<file path="src/rtl/mux_scan_ctrl.sv">
// Sequencer for a 4:1 select mux: steps the select lines through a..d with a
// programmable dwell per channel and publishes a 4-bit snapshot per sweep.
//
// state     | meaning
// ----------+--------------------------------------------------------------
// ST_IDLE   | waiting for start; select parked on channel a, busy low
// ST_SCAN   | sweeping channels; dwell counter runs down, y captured at zero
module mux_scan_ctrl #(
    parameter int DW = 4
) (
    input  logic          clk,
    input  logic          rst,
    input  logic          start,
    input  logic          stop,
    input  logic          cont,
    input  logic [DW-1:0] dwell,
    input  logic          y,
    output logic          s1,
    output logic          s2,
    output logic [3:0]    data,
    output logic          valid,
    output logic          busy
);

    typedef enum logic {
        ST_IDLE = 1'b0,
        ST_SCAN = 1'b1
    } state_t;

    state_t          state_q, state_d;
    logic [1:0]      sel_q, sel_d;
    logic [DW-1:0]   cnt_q, cnt_d;
    logic [DW-1:0]   dwell_q, dwell_d;
    logic [2:0]      shadow_q, shadow_d;
    logic [3:0]      data_q, data_d;
    logic            valid_q, valid_d;

    always_ff @(posedge clk) begin
        if (rst) begin
            state_q  <= ST_IDLE;
            sel_q    <= 2'd0;
            cnt_q    <= '0;
            dwell_q  <= '0;
            shadow_q <= 3'd0;
            data_q   <= 4'd0;
            valid_q  <= 1'b0;
        end else begin
            state_q  <= state_d;
            sel_q    <= sel_d;
            cnt_q    <= cnt_d;
            dwell_q  <= dwell_d;
            shadow_q <= shadow_d;
            data_q   <= data_d;
            valid_q  <= valid_d;
        end
    end

    always_comb begin
        state_d  = state_q;
        sel_d    = sel_q;
        cnt_d    = cnt_q;
        dwell_d  = dwell_q;
        shadow_d = shadow_q;
        data_d   = data_q;
        valid_d  = 1'b0;

        case (state_q)
            ST_IDLE: begin
                sel_d = 2'd0;
                if (start) begin
                    state_d  = ST_SCAN;
                    cnt_d    = dwell;
                    dwell_d  = dwell;
                    shadow_d = 3'd0;
                end
            end

            ST_SCAN: begin
                if (stop) begin
                    state_d = ST_IDLE;
                    sel_d   = 2'd0;
                    cnt_d   = '0;
                end else if (cnt_q != '0) begin
                    cnt_d = cnt_q - DW'(1);
                end else begin
                    // Channel d is never stored; it goes straight into the snapshot.
                    case (sel_q)
                        2'd0: shadow_d[0] = y;
                        2'd1: shadow_d[1] = y;
                        2'd2: shadow_d[2] = y;
                        default: begin
                            data_d  = {y, shadow_q};
                            valid_d = 1'b1;
                        end
                    endcase

                    if (sel_q != 2'd3) begin
                        sel_d = sel_q + 2'd1;
                        cnt_d = dwell_q;
                    end else begin
                        sel_d = 2'd0;
                        if (cont) begin
                            cnt_d    = dwell;
                            dwell_d  = dwell;
                            shadow_d = 3'd0;
                        end else begin
                            state_d = ST_IDLE;
                            cnt_d   = '0;
                        end
                    end
                end
            end

            default: begin
                state_d = ST_IDLE;
                sel_d   = 2'd0;
            end
        endcase
    end

    always_comb begin
        s1    = sel_q[1];
        s2    = sel_q[0];
        data  = data_q;
        valid = valid_q;
        busy  = (state_q == ST_SCAN);
    end

endmodule

</file>
<file path="config.mk">
export PLATFORM = sky130hd
export DESIGN_NAME = mux_scan_ctrl
export DESIGN_NICKNAME = d
export VERILOG_FILES = /design/src/rtl/mux_scan_ctrl.sv
export SDC_FILE = /design/constraint.sdc
export NUM_CORES = 1
export LEC_CHECK = 0
export CORE_MARGIN = 3
export CORE_UTILIZATION = 25
export CTS_CLUSTER_DIAMETER = 120
export DETAILED_ROUTE_END_ITERATION = 8
export GPL_ROUTABILITY_DRIVEN = 0
export HOLD_SLACK_MARGIN = 0.03
export MAX_ROUTING_LAYER = met4
export PLACE_DENSITY_LB_ADDON = 0.25
export SYNTH_ARGS = -nofsm -noshare
export SYNTH_HDL_FRONTEND = slang
export SYNTH_SLANG_ARGS = --single-unit
</file>
<file path="constraint.sdc">
create_clock -name clk -period 2.2 [get_ports clk]
set_clock_uncertainty 0.05 [all_clocks]
set_input_delay 0.44 -clock clk [delete_from_list [all_inputs] [get_ports clk]]
set_output_delay 0.44 -clock clk [all_outputs]
set_load 0.02 [all_outputs]
</file>
==> results.sh <==
export IMPL_status="finished, final reports clean"
export IMPL_h_tree_depth=1
export IMPL_setup_viol=0
export IMPL_dp_hpwl_um=1900
export IMPL_rows=22
export IMPL_ys_seq_area_frac=0.371
export IMPL_clock_sinks=19
export IMPL_p_comb_frac=0.210
export IMPL_grt_max_degree=16
export IMPL_required_ps=2340
export IMPL_synthCells=121
export IMPL_worstSetupPathType="reg -> reg"
export IMPL_die_h_um=70.0
export IMPL_netSwitchingPower_w=0.000221
export IMPL_final_antenna_net_count=0
export IMPL_timing_hold_ws_ps=430
export IMPL_slew_violations=0
export IMPL_netlist_cell_type_count=33
export IMPL_syn_nets=138
export IMPL_grt_pass1_vias=952
export IMPL_drt_iter0_markers=94
export IMPL_clk_path_buf_depth=2
export IMPL_final_hold_viol_count=0
export IMPL_area_growth_pct=27.1
export IMPL_grt_overflow=0
export IMPL_final_cell_area_mm2=0.00130
export IMPL_grt_antenna_before_repair=0
export IMPL_cts_buffers=3
export IMPL_finalCriticalPeriod_ps=1920
export IMPL_drc=0
export IMPL_slew_headroom=0.702
export IMPL_avgViaCountPerCell=5.05
export IMPL_ios=18
export IMPL_dr_pass1_iters=4
export IMPL_routedWlPerCell_um=13.4
export IMPL_rsz0062_at_grt="no"
export IMPL_n_antenna_cell=0
export IMPL_clk_pin_slew_ps=70
export IMPL_tightest_slew_ps=446
export IMPL_maxCapViolCount=0
export IMPL_pre_cts_slack_ps=174
export IMPL_cp_slowest_cell="or3b_1"
export IMPL_syn_area_mm2=0.00102
export IMPL_finalCritPeriodShare=0.873
export IMPL_critPathMaxFanout=8
export IMPL_hp_class="reg -> reg"
export IMPL_insertion_delay_ps=260
export IMPL_die_area_mm2=0.00490
export IMPL_powerDensity_mw_per_mm2=602
export IMPL_swShare=0.283
export IMPL_synth_seq_cells=19
export IMPL_path_cells="inv_1, ha_1, or3b_1, o21ai_2, nand3_1, a21oi_1"
export IMPL_postCtsSetupBuffers=0
export IMPL_cts_tree="yes"
export IMPL_floorplan_initialDensity=0.270
export IMPL_synth_area_per_cell_um2=8.47
export IMPL_vdd_drop_max_uv=272
export IMPL_cts_root_buffer="clkbuf_8"
export IMPL_multiInputGateArea_um2=587
export IMPL_power_frac_seq=0.478
export IMPL_endpoint_kind="flip-flop"
export IMPL_grt_pass1_wl_um=4400
export IMPL_leakage_nw=0.474
export IMPL_core_area_mm2=0.00380
export IMPL_crit_path_start_kind="flip-flop"
export IMPL_cts_resized=0
export IMPL_p_int_w=0.000562
export IMPL_port_buffers=17
export IMPL_track_usage=0.112
export IMPL_hold_buffers=0
export IMPL_pwr_share_clk=0.312
export IMPL_max_stage_delay_ps=510
export IMPL_layout_common_cells="a21oi_1, dfxtp_1, clkdlybuf4s50_1"
export IMPL_fmax_ghz=0.520
export IMPL_worstPathArrival_ps=2060
export IMPL_vias=954
export IMPL_yosysWarnings=0
export IMPL_place_area_mm2=0.00126
export IMPL_routed_wl_um=2540
export IMPL_tns_ps=0
export IMPL_rr_worst_depth=6
export IMPL_finalNetCount=159
export IMPL_hold_path_depth=2
export IMPL_fin_ws_ps=279
export IMPL_layout_drive_gt1_share=0.0709
export IMPL_die_w_um=70.0
export IMPL_nFillCells=402
export IMPL_area_sequential_um2=380
[cell families after synthesis]
| logic type | after synthesis | synth area share |
|---|---|---|
| AO/OA/AOI/OAI | 40 | 0.243 |
| AND/OR/NAND/NOR | 37 | 0.194 |
| flip-flops | 19 | 0.371 |
| buffers and inverters | 13 | 0.0562 |
| adder cells (fa/ha/maj) | 7 | 0.0855 |
| multiplexers | 5 | 0.0501 |
[worst max-delay path: cells and delay by family (launching register included)]
kind / cells / cell delay (ps)
adder cells (fa/ha/maj): 1 / 230
flip-flops: 1 / 350
buffers and inverters: 1 / 110
AND/OR/NAND/NOR: 2 / 630
AO/OA/AOI/OAI: 2 / 480
[Yosys cell counts]
library cell / n / area (um^2)
a21oi_1: 19 / 95.1
nor4b_1: 1 / 8.76
nor2_1: 9 / 33.8
nand3b_1: 2 / 15.0
o21ai_0: 7 / 35.0
nor2b_1: 2 / 12.5
o41ai_1: 2 / 17.5
nand2_1: 1 / 3.75
a221o_1: 1 / 10.0
o21ai_2: 1 / 8.76
and2_1: 1 / 6.26
a21boi_0: 2 / 15.0
o31ai_1: 1 / 7.51
inv_1: 8 / 30.0
a31oi_1: 1 / 6.26
a221oi_1: 3 / 26.3
or3b_1: 1 / 8.76
buf_6: 1 / 11.3
nor3_1: 4 / 20.0
mux2_2: 1 / 11.3
buf_2: 1 / 5.00
clkbuf_1: 2 / 7.51
nand3_1: 9 / 45.0
nand2b_1: 5 / 31.3
nor3b_1: 1 / 7.51
and3_1: 1 / 6.26
a21bo_2: 1 / 10.0
a311oi_1: 1 / 8.76
buf_1: 1 / 3.75
ha_1: 7 / 87.6
o31a_1: 1 / 8.76
dfxtp_1: 19 / 380
mux2i_1: 4 / 40.0
[through the flow]
stage	std cells	total power, W	util
6_report	189	0.000784	0.343
5_1_grt	189	0.000830	0.343
4_1_cts	189	0.000789	0.343
3_5_place_dp	185	0.000544	0.331
3_3_place_gp	185	0.000543	0.331
2_1_floorplan	121	0.000488	-
[per-layer routing]
layer,up-vias,routed length [um],track usage
li1,475,-,-
met1,451,1190,0.140
met2,24,1220,0.173
met3,4,111,0.0331
met4,0,20,0.0362
met5,-,0,-
[path summary, 6_finish.rpt]
check              startpoint     endpoint  slack [ps]
setup / recovery     cnt_q[0]  shadow_q[0]         280
hold / removal    shadow_q[1]  shadow_q[1]         430
hold reg to reg   shadow_q[1]  shadow_q[1]         430
setup reg to reg     cnt_q[0]  shadow_q[0]         280
[flip-flops by register name, summed over array words and instances, names as in the netlist]
name,count
busy,1
dwell_q,4
valid,1
data,4
cnt_q,4
shadow_q,3
sel_q,2
[power groups by stage]
stage	Sequential, W	Combinational, W	Clock [W]
global placement	0.000382	0.000161	0
detailed placement	0.000382	0.000162	0
CTS	0.000374	0.000164	0.000250
floorplan	0.000379	0.000109	0
global route	0.000377	0.000186	0.000266
finish	0.000375	0.000165	0.000245
[cell type report]
cell class                 instances  area share
clock buffer                       4      0.0346
sequential                        19       0.292
inverter                           8      0.0231
tap                               48      0.0461
timing repair buffer              21       0.154
multi-input combinational         89       0.451
Power figures use the tool's default switching activity.
